## src/rtl/despacho_pkg.sv

```systemverilog
// Shared constants for the Tomasulo dispatch stage: tag encoding, operand filler,
// opcode names and instruction field layout.
package despacho_pkg;

  localparam int unsigned TAG_FREE     = 0;
  localparam logic [15:0] NO_VALUE_DEF = 16'hFFF0;

  localparam logic [2:0] OP_ADD = 3'd0;
  localparam logic [2:0] OP_SUB = 3'd1;
  localparam logic [2:0] OP_MUL = 3'd2;
  localparam logic [2:0] OP_DIV = 3'd3;
  localparam logic [2:0] OP_AND = 3'd4;
  localparam logic [2:0] OP_OR  = 3'd5;
  localparam logic [2:0] OP_LD  = 3'd6;
  localparam logic [2:0] OP_ST  = 3'd7;

  localparam int unsigned INSTR_W   = 16;
  localparam int unsigned OPC_W     = 3;
  localparam int unsigned REG_IDX_W = 3;
  localparam int unsigned OPC_LSB   = 13;
  localparam int unsigned RI_LSB    = 10;
  localparam int unsigned RJ_LSB    = 7;
  localparam int unsigned RK_LSB    = 4;

  // Tags 1..num_rs name stations; 0 is reserved for "no producer".
  function automatic int unsigned tag_width(input int unsigned num_rs);
    return $clog2(num_rs + 1);
  endfunction

endpackage

```

## src/rtl/arbitro_round_robin.sv

```systemverilog
// Round-robin arbiter: grants the first requester at or after the pointer and
// moves the pointer past the grant when advance is asserted.
module arbitro_round_robin #(
  parameter int unsigned N     = 4,
  parameter int unsigned IDX_W = (N > 1) ? $clog2(N) : 1
) (
  input  logic             clk,
  input  logic             rst_n,
  input  logic [N-1:0]     req,
  input  logic             advance,
  output logic [N-1:0]     grant,
  output logic [IDX_W-1:0] grant_idx
);

  logic [IDX_W-1:0] ptr_q, ptr_d;
  logic             found;
  int unsigned      idx;

  always_comb begin
    grant     = '0;
    grant_idx = '0;
    found     = 1'b0;
    idx       = 0;
    for (int unsigned i = 0; i < N; i++) begin
      idx = (int'(ptr_q) + i) % N;
      if (!found && req[idx]) begin
        found      = 1'b1;
        grant[idx] = 1'b1;
        grant_idx  = IDX_W'(idx);
      end
    end
  end

  always_comb begin
    ptr_d = ptr_q;
    if (advance && found) begin
      ptr_d = (grant_idx == IDX_W'(N - 1)) ? '0 : grant_idx + IDX_W'(1);
    end
  end

  always_ff @(posedge clk or negedge rst_n) begin
    if (!rst_n) begin
      ptr_q <= '0;
    end else begin
      ptr_q <= ptr_d;
    end
  end

endmodule

```

## src/rtl/unidade_despacho_param.sv

```systemverilog
// Tomasulo dispatch stage: accepts one instruction per cycle, resolves operands
// against the register status table and CDB, and allocates a reservation station.
module unidade_despacho_param
  import despacho_pkg::*;
#(
  parameter int unsigned       DATA_W   = 16,
  parameter int unsigned       NUM_REGS = 8,
  parameter int unsigned       NUM_RS   = 4,
  parameter int unsigned       TAG_W    = tag_width(NUM_RS),
  parameter logic [DATA_W-1:0] NO_VALUE = DATA_W'(NO_VALUE_DEF)
) (
  input  logic                       Clock,
  input  logic                       Reset_n,
  input  logic                       Instr_Valid,
  output logic                       Instr_Ready,
  input  logic [INSTR_W-1:0]         Instrucao,
  input  logic [NUM_REGS*TAG_W-1:0]  Rs_Qi,
  input  logic [NUM_REGS*DATA_W-1:0] Rs_Data,
  input  logic [NUM_RS-1:0]          Rs_Busy,
  input  logic                       Cdb_Valid,
  input  logic [TAG_W-1:0]           Cdb_Tag,
  input  logic [DATA_W-1:0]          Cdb_Data,
  output logic                       Disp_Valid,
  output logic [NUM_RS-1:0]          Disp_Station,
  output logic [OPC_W-1:0]           Opcode,
  output logic [DATA_W-1:0]          Vj,
  output logic [DATA_W-1:0]          Vk,
  output logic [TAG_W-1:0]           Qj,
  output logic [TAG_W-1:0]           Qk,
  output logic                       Rename_We,
  output logic [REG_IDX_W-1:0]       Rename_Reg,
  output logic [TAG_W-1:0]           Rename_Tag
);

  localparam int unsigned IDX_W = (NUM_RS > 1) ? $clog2(NUM_RS) : 1;

  typedef struct packed {
    logic [DATA_W-1:0] v;
    logic [TAG_W-1:0]  q;
  } operand_t;

  logic                 disp_valid_q, rename_we_q;
  logic [NUM_RS-1:0]    disp_station_q;
  logic [OPC_W-1:0]     opcode_q;
  logic [DATA_W-1:0]    vj_q, vk_q;
  logic [TAG_W-1:0]     qj_q, qk_q, rename_tag_q;
  logic [REG_IDX_W-1:0] rename_reg_q;

  logic [NUM_RS-1:0]    avail, grant;
  logic [IDX_W-1:0]     grant_idx;
  logic                 accept;
  logic [OPC_W-1:0]     opc;
  logic [REG_IDX_W-1:0] ri, rj, rk;
  operand_t             op_j, op_k;
  logic                 unused_bits;

  assign opc         = Instrucao[OPC_LSB +: OPC_W];
  assign ri          = Instrucao[RI_LSB +: REG_IDX_W];
  assign rj          = Instrucao[RJ_LSB +: REG_IDX_W];
  assign rk          = Instrucao[RK_LSB +: REG_IDX_W];
  assign unused_bits = ^Instrucao[RK_LSB-1:0];

  // The station granted last cycle is not yet reflected in Rs_Busy.
  assign avail       = ~Rs_Busy & ~(disp_station_q & {NUM_RS{disp_valid_q}});
  assign Instr_Ready = |avail;
  assign accept      = Instr_Valid & Instr_Ready;

  arbitro_round_robin #(
    .N     (NUM_RS),
    .IDX_W (IDX_W)
  ) u_arbitro (
    .clk       (Clock),
    .rst_n     (Reset_n),
    .req       (avail),
    .advance   (accept),
    .grant     (grant),
    .grant_idx (grant_idx)
  );

  // Pending rename from the previous dispatch wins over the stale Rs_Qi entry.
  function automatic operand_t resolve(input logic [REG_IDX_W-1:0] src);
    logic [TAG_W-1:0] tag;
    operand_t         res;
    tag = Rs_Qi[int'(src)*TAG_W +: TAG_W];
    if (rename_we_q && (rename_reg_q == src)) begin
      res.v = NO_VALUE;
      res.q = rename_tag_q;
    end else if (tag == TAG_W'(TAG_FREE)) begin
      res.v = Rs_Data[int'(src)*DATA_W +: DATA_W];
      res.q = TAG_W'(TAG_FREE);
    end else if (Cdb_Valid && (Cdb_Tag == tag)) begin
      res.v = Cdb_Data;
      res.q = TAG_W'(TAG_FREE);
    end else begin
      res.v = NO_VALUE;
      res.q = tag;
    end
    return res;
  endfunction

  always_comb begin
    op_j = resolve(rj);
    op_k = resolve(rk);
  end

  always_ff @(posedge Clock or negedge Reset_n) begin
    if (!Reset_n) begin
      disp_valid_q   <= 1'b0;
      disp_station_q <= '0;
      opcode_q       <= '0;
      vj_q           <= NO_VALUE;
      vk_q           <= NO_VALUE;
      qj_q           <= '0;
      qk_q           <= '0;
      rename_we_q    <= 1'b0;
      rename_reg_q   <= '0;
      rename_tag_q   <= '0;
    end else begin
      disp_valid_q   <= accept;
      rename_we_q    <= accept;
      disp_station_q <= accept ? grant : '0;
      if (accept) begin
        opcode_q     <= opc;
        vj_q         <= op_j.v;
        vk_q         <= op_k.v;
        qj_q         <= op_j.q;
        qk_q         <= op_k.q;
        rename_reg_q <= ri;
        rename_tag_q <= TAG_W'(grant_idx) + TAG_W'(1);
      end
    end
  end

  assign Disp_Valid   = disp_valid_q;
  assign Disp_Station = disp_station_q;
  assign Opcode       = opcode_q;
  assign Vj           = vj_q;
  assign Vk           = vk_q;
  assign Qj           = qj_q;
  assign Qk           = qk_q;
  assign Rename_We    = rename_we_q;
  assign Rename_Reg   = rename_reg_q;
  assign Rename_Tag   = rename_tag_q;

endmodule
```

## config.mk

```make
export PLATFORM = sky130hd
export DESIGN_NAME = unidade_despacho_param
export DESIGN_NICKNAME = d
export VERILOG_FILES = /design/src/rtl/despacho_pkg.sv /design/src/rtl/arbitro_round_robin.sv /design/src/rtl/unidade_despacho_param.sv
export SDC_FILE = /design/constraint.sdc
export NUM_CORES = 1
export LEC_CHECK = 0
export ABC_AREA = 1
export CAP_MARGIN = 10
export CORE_MARGIN = 2
export CORE_UTILIZATION = 45
export DETAILED_ROUTE_END_ITERATION = 16
export GPL_TIMING_DRIVEN = 0
export PLACE_DENSITY = 0.83
export SLEW_MARGIN = 20
export SYNTH_ARGS = -nofsm -noshare
export SYNTH_HDL_FRONTEND = slang
export SYNTH_SLANG_ARGS = --single-unit
```

## constraint.sdc

```tcl
create_clock -name Clock -period 2.5 [get_ports Clock]
set_clock_uncertainty 0.15 [all_clocks]
set_input_delay 0.625 -clock Clock [delete_from_list [all_inputs] [get_ports Clock]]
set_output_delay 0.625 -clock Clock [all_outputs]
set_load 0.1 [all_outputs]
```

==> results of run 1 <==
## report_power, final
part / switching (mW) / internal [mW] / leakage (nW)
Sequential: 0.164 / 1.12 / 0.619
Clock: 0.332 / 0.602 / 0.0971
Combinational: 3.00 / 1.39 / 3.75
## worst paths after layout
| path | from | cells past startpoint | to | slack, ns |
|---|---|---|---|---|
| worst max-delay path | u_arbitro.ptr_q[0] | 13 | u_arbitro.ptr_q[1] | -0.08 |
| worst min-delay path | Reset_n | 1 | Vk[0] | 0.23 |
| worst max register to register | u_arbitro.ptr_q[0] | 13 | u_arbitro.ptr_q[1] | -0.08 |
| worst min register to register | Vk[1] | 2 | Vk[1] | 0.33 |
| max in group asynchronous | Reset_n | 1 | Disp_Station[0] | 1.43 |
| min in group Clock | Vk[1] | 2 | Vk[1] | 0.33 |
## final cells by class
cell class / count / area (sq um)
plain buffers: 74 / 454
clock buffers: 6 / 139
clock inverters: 2 / 60.1
fillers: 1168 / 3890
inverters: 117 / 452
multi-input cells: 841 / 3990
flip-flops and latches: 54 / 1400
well taps: 176 / 220
repair buffers: 273 / 2640
## state kept, by name (all words and copies together), names as in the netlist
signal,count
Qk,3
u_arbitro.ptr_q,2
Vj,16
Qj,3
Rename_Reg,3
Vk,16
Opcode,3
Rename_Tag,3
Rename_We,1
Disp_Station,4
## metal layers
| layer | vias up | GRT usage, % | routed length [microns] | part of all wire (%) |
|---|---|---|---|---|
| met3 | 156 | 5.75 | 2900 | 9.7 |
| li1 | 4096 | - | - | - |
| met2 | 684 | 66.5 | 14000 | 47 |
| met1 | 4020 | 47.8 | 11000 | 37 |
| met4 | 0 | 21.0 | 2120 | 7.1 |
| met5 | - | 0 | 0 | 0 |
## metrics by stage
stage | worst slack (ns) | util (%) | hold slack (ns)
after floorplan | -0.417 | - | 0.179
after global placement | -1.25 | 66.5 | 0.313
after detailed placement | -0.862 | 66.5 | 0.318
after CTS | 0.00297 | 68.9 | 0.245
after global routing | -0.105 | 70.6 | 0.264
final | -0.0758 | 70.6 | 0.227
## cells by family (layout without fill, tap and decap cells)
family / count (synthesis) / in the layout / share of synthesized area, %
compound gates: 347 / 347 / 28.7
xor+xnor: 2 / 2 / 0.287
fa+ha+maj: 9 / 9 / 1.84
buf+inv: 191 / 472 / 13.7
flops: 54 / 54 / 22.6
simple gates: 483 / 483 / 32.9
## what timing repair did
item,in CTS,in global routing
pin swaps,8,14
setup endpoints to repair,95,50
hold buffers,0,0
gates cloned,1,0
resized for setup,105,45
setup buffers,11,19
## cell usage in the layout, fill, tap and decap left out, drive strengths merged
cell type / n
buf: 67
a21oi: 154
dlymetal6s2s: 4
xnor2: 2
clkinvlp: 1
inv: 115
nand2: 245
nand4: 3
dfstp: 24
bufinv: 2
ha: 9
dfrtp: 30
clkbuf: 47
clkinv: 1
clkdlybuf4s15: 11
nand3: 93
o21ai: 190
dlygate4sd2: 43
o22ai: 1
a31oi: 1
nor2: 142
clkdlybuf4s50: 181
o2111ai: 1
==> impl_metrics.toml, run 1 <==
[detailed_routing]
route.antenna.remaining_nets = 0
drt-initial-drc-count = 1215
post_drt_via_cell_ratio = 5.80
detail_route.drc_violations = 0
route.detailed.wl_per_inst_microns = 19.4
drt_first_pass_iters = 6
dr_total_vias = 8956
wire_length_reported_by_the_detailed_router_mm = 30.0

[setup_path]
timing.critical_path.buf_inv = 4
critPathArrivalTime_ns = 2.60
crit_path_max_incr_delay_ns = 0.45
most_common_cell_type_on_the_critical_path = "sky130_fd_sc_hd__nand2_1"
path_cells = "clkinvlp_4 > buf_4 > nand2_1 > o21ai_2 > buf_4 > o21ai_4 > nand4_1 > nand2_1 > nand2_1 > inv_1 > ha_4 > nand2_2 > o21ai_1"
critPathMaxFanout = 6
critical_path.endpoint_type = "flip-flop"
start_kind = "flip-flop"
cell_family_contributing_the_most_delay_on_the_critical_path = "buffers and inverters"
timing.setup.critical_path_class = "flip-flop to flip-flop"
crit_slowest_cell = "sky130_fd_sc_hd__dfrtp_2"
required_ns = 2.52

[timing]
period_share_pct = 103
slew_violations = 0
final.setup.worst_slack_ns = -0.0758
worstMarginPinSlew_ns = 1.03
fmaxAchievable_ghz = 0.388
maxSlewHeadroom_pct = 31.6
tns_ns = -0.115
final_period_minus_worst_setup_slack_ns = 2.58
finalHoldViolations = 0
finalSetupViolCount = 2

[floorplan]
die_w_microns = 121
coreArea_sq_mm = 0.0132
die_area_sq_mm = 0.0145
floorplan.die.height_microns = 121
boundaryPins = 249
initial_core_util_pct = 46.1
std_cell_rows = 42

[logic_synthesis]
syn_nets = 1290
synth_enable_flop_cells = 0
yosysWarnings = 0
synth-seq-area-share_pct = 22.6
post_synthesis_register_bit_count = 54
synth_flop_cell = "sky130_fd_sc_hd__dfrtp_1"
synth_top_area_share_pct = 14.7
yosysTopAreaCell = "sky130_fd_sc_hd__nand2_1"
avgSynthCellArea_sq_um = 5.62
netlist_top_cells_area = "sky130_fd_sc_hd__nand2_1 15%, sky130_fd_sc_hd__o21ai_0 14%, sky130_fd_sc_hd__a21oi_1 13%"
synth_commonest_cells = "240 x sky130_fd_sc_hd__nand2_1, 169 x sky130_fd_sc_hd__o21ai_0, 154 x sky130_fd_sc_hd__a21oi_1"
asyncSetResetFlopFracSynth_pct = 100
yosys.cell_count.top_type = "sky130_fd_sc_hd__nand2_1"
netlist_area_sq_mm = 0.00611
gate_count_after_technology_mapping = 1086
synth.distinct_cells = 29

[clocking]
clockBufferDepth = 2
tritoncts = "done"
clk-insertion-delay-late_ns = 0.30
htree_num_levels = 2
cts_inserted_buffers = 5
clock_sinks = 54
cts-root-buf = "sky130_fd_sc_hd__clkbuf_16"
cts.clk_slew.worst_paths_ns = 0.07

[place]
gp_congestion = 1.05
portBuffers = 242
place_area_sq_mm = 0.00880
dp_hpwl_mm = 22.8
dp.cells = 1504

[global_routing]
antenna_found_initial = 0
grt_pass1_wl_mm = 44.2
grtUsageTotal_pct = 39.2
grt_max_degree = 55
grt_overflow = 0
first_global_vias = 8473

[power_and_ir_drop]
power_density_mw_per_mm2 = 707
total_leakage_power_nw = 4.47
total_power_draw_mw = 6.61
power.ir.vdd_worst_mv = 0.519

[cells_and_area]
fin_nets = 1570
finish.cell_count_without_fillers = 1543
syn2layout_area_growth_pct = 53.0
drive_above_1_share_pct = 12.9
n_antenna_cell = 0
postLayoutCellArea_sq_mm = 0.00935

[run_status]
run_status = "finished with violations"
violations = "negative setup slack"

[min_path]
min-delay-path-class = "input port to asynchronous set/reset pin"

[run]
maxCapViolCount = 0
Power figures use the tool's default switching activity.
==> run 2: changes to the inputs <==
--- a/config.mk
+++ b/config.mk
@@ -9,10 +9,11 @@
 export CAP_MARGIN = 10
 export CORE_MARGIN = 2
 export CORE_UTILIZATION = 45
+export CTS_BUF_LIST = sky130_fd_sc_hd__clkbuf_8
 export DETAILED_ROUTE_END_ITERATION = 16
 export GPL_TIMING_DRIVEN = 0
 export PLACE_DENSITY = 0.83
-export SLEW_MARGIN = 20
+export SLEW_MARGIN = 40
 export SYNTH_ARGS = -nofsm -noshare
 export SYNTH_HDL_FRONTEND = slang
 export SYNTH_SLANG_ARGS = --single-unit
==> constraint.sdc (replaced) <==
create_clock -name Clock -period 2.84 [get_ports Clock]
set_clock_uncertainty 0.15 [all_clocks]
set_input_delay 0.71 -clock Clock [delete_from_list [all_inputs] [get_ports Clock]]
set_output_delay 0.71 -clock Clock [all_outputs]
set_load 0.1 [all_outputs]
==> impl_metrics.toml, run 2 (synthesis gave the netlist of run 1 again) <==
[detailed_routing]
dr_total_vias = 8468
post_drt_via_cell_ratio = 5.60
route.detailed.wl_per_inst_microns = 18.3
detail_route.drc_violations = 0
route.antenna.remaining_nets = 0
wire_length_reported_by_the_detailed_router_mm = 27.7
drt-initial-drc-count = 902
drt_first_pass_iters = 8

[power_and_ir_drop]
power.ir.vdd_worst_mv = 0.427
total_power_draw_mw = 4.72
power_density_mw_per_mm2 = 546
total_leakage_power_nw = 4.10

[place]
portBuffers = 242
detailedPlace.worstSlack_ns = -0.359
gp_congestion = 1.05
place_area_sq_mm = 0.00854
dp_hpwl_mm = 22.8
dp.cells = 1505

[setup_path]
setup.reg_to_reg.worst_slack_ns = 0.31
path_cells = "clkdlybuf4s50_1 > buf_4 > buf_4 > buf_2 > o21ai_0 > o21ai_0 > nand2_1 > a21oi_1 > nor2_1 > a21oi_1"
rr_endpoint = "u_arbitro.ptr_q[1]"
crit_slowest_cell = "sky130_fd_sc_hd__clkdlybuf4s50_1"
critical_path.endpoint_type = "flip-flop"
timing.reg2reg.worst_path_depth = 11
timing.setup.critical_path_class = "input port to flip-flop"
start_kind = "input port"
required_ns = 2.95
timing.critical_path.buf_inv = 4
worstSetupPathDepth = 10
critPathArrivalTime_ns = 2.89
crit_path_max_incr_delay_ns = 0.55
critical_path.reg2reg.startpoint = "u_arbitro.ptr_q[1]"
cell_family_contributing_the_most_delay_on_the_critical_path = "buffers and inverters"
critPathMaxFanout = 10

[min_path]
min-delay-path-class = "input port to asynchronous set/reset pin"

[timing]
fmaxAchievable_ghz = 0.360
finalSetupViolCount = 0
rsz0062_at_grt = "true"
worstMarginPinSlew_ns = 0.587
slew_violations = 0
worst_hold_slack_ns = 0.0445
tns_ns = 0
period_share_pct = 97.9
final.setup.worst_slack_ns = 0.0608
final_period_minus_worst_setup_slack_ns = 2.78
finalHoldViolations = 0
maxSlewHeadroom_pct = 60.9

[clocking]
cts_inserted_buffers = 5
cts.clk_slew.worst_paths_ns = 0.11
buffers_inserted_by_post_cts_timing_repair = 0
tritoncts = "done"
cts-root-buf = "sky130_fd_sc_hd__clkbuf_8"
clock_sinks = 54
htree_num_levels = 2
clockBufferDepth = 2
clk-insertion-delay-late_ns = 0.33

[global_routing]
antenna_found_initial = 0
first_global_vias = 8125
grt_overflow = 0
grt_max_degree = 45
grt_pass1_wl_mm = 42.8
grtUsageTotal_pct = 38.2

[run]
maxCapViolCount = 0

[cells_and_area]
layout_commonest_cell = "sky130_fd_sc_hd__nand2_1"
syn2layout_area_growth_pct = 41.5
seqCellArea_sq_mm = 0.00140
fin_nets = 1538
num-fill-cells = 1290
n_antenna_cell = 0
final_util_pct = 65.3
multiInputGateArea_sq_mm = 0.00391
most-common-layout-cells = "240 x sky130_fd_sc_hd__nand2_1, 187 x sky130_fd_sc_hd__clkdlybuf4s50_1, 166 x sky130_fd_sc_hd__o21ai_0, 150 x sky130_fd_sc_hd__a21oi_1, 135 x sky130_fd_sc_hd__nor2_1"
drive_above_1_share_pct = 12.4
postLayoutCellArea_sq_mm = 0.00864
finish.cell_count_without_fillers = 1511

[floorplan]
boundaryPins = 249
std_cell_rows = 42
floorplan.die.height_microns = 121
initial_core_util_pct = 46.1
die_w_microns = 121
die_area_sq_mm = 0.0145
coreArea_sq_mm = 0.0132

[run_status]
run_status = "finished clean"
==> run 2: cell types whose count changed in the layout (fill, tap and decap cells not counted), sizes merged, moves of 4 or more <==
cell,previous run,this run
clkdlybuf4s15,11,0
dlygate4sd2,43,0
dlymetal6s2s,4,0
clkbuf,47,43
clkdlybuf4s50,181,187
buf,67,90
==> run 2: how the worst max path moves through the flow <==
stage | startpoint | endpoint | slack (ns)
3_5_place_dp | Instrucao[7] | Vj[0] | -0.36
6_report | Instrucao[4] | Vk[6] | 0.06
3_3_place_gp | Reset_n | Rename_We | -0.99
4_1_cts | Instrucao[4] | Vk[11] | 0.05
5_1_grt | Instrucao[9] | Vj[14] | -0.007
2_1_floorplan | Rename_We | Rename_Reg[2] | -0.08
==> run 2: layout make-up <==
class                           count  share of cell area, %
Tap cell                          176                   2.55
Sequential cell                    54                   16.2
Clock buffer                        5                  0.796
Clock inverter                      3                  0.290
Buffer                             72                   4.72
Inverter                          117                   5.10
Multi-Input combinational cell    841                   45.2
Timing Repair Buffer              243                   25.1
==> run 2: worst register-to-register path, cell delays in order, from the launching register on <==
cell and delay, ns:
sky130_fd_sc_hd__dfrtp_1 0.52, sky130_fd_sc_hd__inv_1 0.23, sky130_fd_sc_hd__ha_1 0.42, sky130_fd_sc_hd__nand3_1 0.12, sky130_fd_sc_hd__o21ai_2 0.11, sky130_fd_sc_hd__nand3_2 0.19, sky130_fd_sc_hd__nand2_1 0.10, sky130_fd_sc_hd__o21ai_1 0.06
sky130_fd_sc_hd__a21oi_1 0.13, sky130_fd_sc_hd__ha_1 0.24, sky130_fd_sc_hd__nand2_1 0.08, sky130_fd_sc_hd__o21ai_0 0.08
==> run 2: report_power, final <==
| part | internal [mW] | leakage [nW] | switching, mW |
|---|---|---|---|
| Combinational | 0.833 | 3.44 | 2.28 |
| Clock | 0.179 | 0.0447 | 0.290 |
| Sequential | 0.980 | 0.620 | 0.153 |
==> run 2: repair_timing <==
item,in CTS,in global routing
gates resized for setup,1,17
hold buffers,0,0
pin swaps,0,0
endpoints found under the setup margin,3,23
==> run 2: per-layer routing <==
| layer | up-vias | track usage [%] | routed length, microns |
|---|---|---|---|
| li1 | 4039 | - | - |
| met1 | 3787 | 46.5 | 10300 |
| met2 | 519 | 63.2 | 12800 |
| met3 | 123 | 6.65 | 2630 |
| met4 | 0 | 22.3 | 1940 |
| met5 | - | 0 | 0 |
==> run 3: changes to the inputs <==
--- a/config.mk
+++ b/config.mk
@@ -12,7 +12,7 @@
 export CTS_BUF_LIST = sky130_fd_sc_hd__clkbuf_8
 export DETAILED_ROUTE_END_ITERATION = 16
 export GPL_TIMING_DRIVEN = 0
-export PLACE_DENSITY = 0.83
+export PLACE_DENSITY = 0.92
 export SLEW_MARGIN = 40
 export SYNTH_ARGS = -nofsm -noshare
 export SYNTH_HDL_FRONTEND = slang
==> impl_metrics.toml, run 3 (synthesis gave the netlist of run 1 again) <==
[cells_and_area]
finish.cell_count_without_fillers = 1512
syn2layout_area_growth_pct = 42.0
n_antenna_cell = 0
layout_commonest_cell = "sky130_fd_sc_hd__nand2_1"
final_util_pct = 65.5
drive_above_1_share_pct = 12.6
fin_nets = 1539
most-common-layout-cells = "239 x sky130_fd_sc_hd__nand2_1, 187 x sky130_fd_sc_hd__clkdlybuf4s50_1, 167 x sky130_fd_sc_hd__o21ai_0, 150 x sky130_fd_sc_hd__a21oi_1, 135 x sky130_fd_sc_hd__nor2_1"

[timing]
slew_violations = 0
final_period_minus_worst_setup_slack_ns = 2.79
rsz0062_at_grt = "false"
finalSetupViolCount = 0
fmaxAchievable_ghz = 0.359
worstMarginPinSlew_ns = 0.566
maxSlewHeadroom_pct = 62.3
final.setup.worst_slack_ns = 0.0528
finalHoldViolations = 0
period_share_pct = 98.1

[detailed_routing]
drt-initial-drc-count = 1238
detail_route.drc_violations = 0
drt_first_pass_iters = 6
route.detailed.wl_per_inst_microns = 19.1
dr_total_vias = 8639
post_drt_via_cell_ratio = 5.71
wire_length_reported_by_the_detailed_router_mm = 28.8
route.antenna.remaining_nets = 0

[global_routing]
grt_max_degree = 42
antenna_found_initial = 0
grtUsageTotal_pct = 39.4
grt_pass1_wl_mm = 44.1
first_global_vias = 8264
grt_overflow = 0

[clocking]
clk-insertion-delay-late_ns = 0.33
cts.clk_slew.worst_paths_ns = 0.10
clock_sinks = 54
cts_inserted_buffers = 5
postCtsHoldBufs = 0
buffers_inserted_by_post_cts_timing_repair = 0
tritoncts = "done"
htree_num_levels = 2
clockBufferDepth = 2
cts-root-buf = "sky130_fd_sc_hd__clkbuf_8"

[setup_path]
timing.setup.critical_path_class = "input port to flip-flop"
critPathMaxFanout = 10
critPathArrivalTime_ns = 2.90
critical_path.endpoint_type = "flip-flop"
start_kind = "input port"
crit_slowest_cell = "sky130_fd_sc_hd__clkdlybuf4s50_1"
crit_path_max_incr_delay_ns = 0.54
path_cells = "clkdlybuf4s50_1 > buf_4 > clkbuf_1 > o21ai_0 > o21ai_0 > nand2_1 > a21oi_1 > nor2_1 > a21oi_1"
required_ns = 2.95

[place]
detailedPlace.worstSlack_ns = -0.291
dp_hpwl_mm = 23.4
gp_congestion = 1.04
portBuffers = 242
dp.cells = 1505

[floorplan]
initial_core_util_pct = 46.1
floorplan.die.height_microns = 121
boundaryPins = 249
std_cell_rows = 42
die_w_microns = 121
die_area_sq_mm = 0.0145
coreArea_sq_mm = 0.0132

[power_and_ir_drop]
total_leakage_power_nw = 4.12
power.ir.vdd_worst_mv = 0.490
total_power_draw_mw = 4.83
power_density_mw_per_mm2 = 556

[run]
maxCapViolCount = 0

[run_status]
run_status = "finished clean"

[min_path]
min-delay-path-class = "input port to asynchronous set/reset pin"
==> run 3: power breakdown <==
part	internal (mW)	switching, mW	total (mW)
clock	0.260	0.276	0.537
sequential	0.980	0.149	1.13
combinational	0.832	2.33	3.16
total	2.07	2.75	4.83
==> run 3: timing repair <==
| item | 4_1_cts | 5_1_grt |
|---|---|---|
| endpoints found under the hold margin | 0 | 0 |
| endpoints found under the setup margin | 0 | 31 |
| gates resized for setup | 0 | 25 |
==> run 3: worst paths after layout <==
kind | start | endpoint | slack [ns] | cells past startpoint
max in group asynchronous | Reset_n | Vj[9] | 1.94 | 2
min in group Clock | Opcode[0] | Opcode[0] | 0.34 | 2
hold reg to reg | Opcode[0] | Opcode[0] | 0.34 | 2
setup / recovery | Instrucao[7] | Vj[13] | 0.05 | 9
hold / removal | Reset_n | Vk[3] | 0.07 | 1
setup reg to reg | u_arbitro.ptr_q[1] | u_arbitro.ptr_q[1] | 0.22 | 10
==> run 3: area by class of cell <==
class                      instances  area (sq um)
sequential                        54          1400
buffer                            73           414
clock buffer                       5          68.8
inverter                         117           448
multi-input combinational        841          3910
clock inverter                     3          41.3
tap                              176           220
timing repair buffer             243          2170
fill                            1294          4570
==> run 3: worst max-delay path, delay by kind of cell <==
family                 cells  cell delay [ns]
AND/OR/NAND/NOR            2             0.16
AO/OA/AOI/OAI              4             0.87
buffers and inverters      3             1.16
==> run 3: per-layer routing <==
| metal | track usage [%] | routed length, microns | vias up |
|---|---|---|---|
| met1 | 47.1 | 10500 | 3886 |
| met3 | 6.84 | 2830 | 123 |
| met4 | 23.3 | 1980 | 0 |
| met5 | 0 | 0 | - |
| met2 | 66.2 | 13500 | 587 |
| li1 | - | - | 4043 |
==> run 3: stage by stage <==
| stage | area [sq um] | TNS (ns) | hold WS (ns) |
|---|---|---|---|
| after floorplan | 6150 | -1.72 | 0.264 |
| after global placement | 8800 | -32.19 | 0.313 |
| after detailed placement | 8540 | -7.64 | 0.310 |
| after CTS | 8650 | 0 | 0.0738 |
| after global routing | 8670 | 0 | 0.0672 |
| final | 8670 | 0 | 0.0673 |
==> RTL change (settings of run 3) <==
Change the parameter `NUM_RS` from 4 to 2.
--- a/src/rtl/unidade_despacho_param.sv
+++ b/src/rtl/unidade_despacho_param.sv
@@ -5,7 +5,7 @@
 #(
   parameter int unsigned       DATA_W   = 16,
   parameter int unsigned       NUM_REGS = 8,
-  parameter int unsigned       NUM_RS   = 4,
+  parameter int unsigned       NUM_RS   = 2,
   parameter int unsigned       TAG_W    = tag_width(NUM_RS),
   parameter logic [DATA_W-1:0] NO_VALUE = DATA_W'(NO_VALUE_DEF)
 ) (
Ports: changed (7 resized); port bits go from 249 to 233. No check against the original RTL was run, so the function may have changed too.
==> RTL change against run 3 <==
- sequential cell count fell by 6
- largest power group unchanged
- power is 23% lower
- setup slack gained 35 ps
- count of clock-buffer cells in the layout unchanged
- routed wire length shrank 18%
- highest routed layer unchanged
- synthesized area fell by 9.0%
- critical endpoint is now Vj[9]
- critical path type unchanged
- design area shrank 8.5%
- die area shrank 8.7%
==> RTL change: results (changes against run 3) <==
{| class="wikitable"
! Metric !! Value
|-
| Seq cells post-synth || 48 (was 54)
|-
| Layout buffering overhead excluding clock cells || 30.6% (was 29.8%)
|-
| Signal inverters || 121 (was 117)
|-
| Nonclk buf count || 294 (was 316)
|-
| Compound-cell area share of the yosys netlist || 28.8% (was 28.7%)
|-
| Clock buffers and inverters, area share || 1.73% (was 1.27%)
|-
| Avg Synthesized Cell Area || 5.59 um2 (was 5.62 um2)
|-
| Final weighted congestion in routability-driven placement || 0.993 (was 1.04)
|-
| Max-slew headroom || 58.2% (was 62.3%)
|-
| Setup Slack @ Placement || -252 ps (was -291 ps)
|-
| CP max stage delay || 500 ps (was 540 ps)
|-
| Number of detailed-route iterations in the first pass || 7 (was 6)
|-
| Net Sw Power || 1.92 mW (was 2.75 mW)
|-
| Count of inserted antenna diode cells || 1 (was 0)
|-
| Most used flip-flop cell after synthesis || dfstp_2 (was dfrtp_1)
|-
| Clk Latency, worst-skew pair || 310 ps (was 330 ps)
|-
| Share of power burned in registers || 24.7% (was 23.4%)
|-
| Synthesized-area fraction occupied by adder cells || 0% (was 1.84%)
|-
| Area of the multi-input gates || 3470 um2 (was 3910 um2)
|-
| Number of instances in the placed design || 1388 (was 1505)
|-
| Maximum number of pins on one net before global-route repair || 46 (was 42)
|-
| Commonest cells post-synth || 276 x nand2_1, 179 x o21ai_0, 111 x inv_1, 102 x a21oi_1, 100 x nor2_1 (was 240 x nand2_1, 169 x o21ai_0, 154 x a21oi_1, 135 x nor2_1, 108 x inv_1)
|-
| Worst VDD drop || 0.305 mV (was 0.490 mV)
|-
| Filler cell count || 1140 (was 1294)
|-
| Detailed Place HPWL || 18600 um (was 23400 um)
|-
| GRT Resource Usage Total || 34.7% (was 39.4%)
|-
| Average wire per standard cell || 16.9 um (was 19.1 um)
|-
| Placed instance area || 7790 um2 (was 8540 um2)
|-
| Via count of the first global-routing pass || 7266 (was 8264)
|-
| Status || finished, final reports clean (unchanged)
|-
| Nets in the synthesized netlist || 1178 (was 1290)
|-
| Arrival @ worst endpoint || 2840 ps (was 2900 ps)
|-
| Antenna violations before repair || 1 (was 0)
|-
| Total wire length after detailed routing || 23600 um (was 28800 um)
|-
| Lkg Pwr || 3.93 nW (was 4.12 nW)
|-
| Die Area || 13300 um2 (was 14500 um2)
|-
| Register area share after synthesis || 22.1% (was 22.6%)
|-
| Iteration-0 DRC count of the detailed router || 853 (was 1238)
|-
| Buffers on Ports || 225 (was 242)
|}
-- RTL change: changes by cell type after synthesis, sizes merged, moves of 6 or more --
cell / change
a21oi: -39
nor2: -37
dfrtp: -6
nand3: -35
nand2: +37
ha: -9
-- RTL change: final timing paths --
check / start / endpoint / slack [ps] / cells past startpoint
worst max-delay path: Instrucao[7] / Vj[9] / 90 / 12
worst min-delay path: Reset_n / Opcode[1] / 30 / 1
worst max register to register: Rename_We / Qj[0] / 790 / 8
worst min register to register: Vk[0] / Vk[0] / 330 / 2
max in group asynchronous: Reset_n / Vk[11] / 2010 / 2
min in group Clock: Vk[0] / Vk[0] / 330 / 2
-- RTL change: layer usage --
layer / wire length (um) / global-route usage, % / up-vias
met5: 0 / 0 / -
met4: 956 / 13.6 / 0
met3: 2490 / 4.96 / 90
met2: 10800 / 58.0 / 576
met1: 9320 / 45.3 / 3484
li1: - / - / 3644
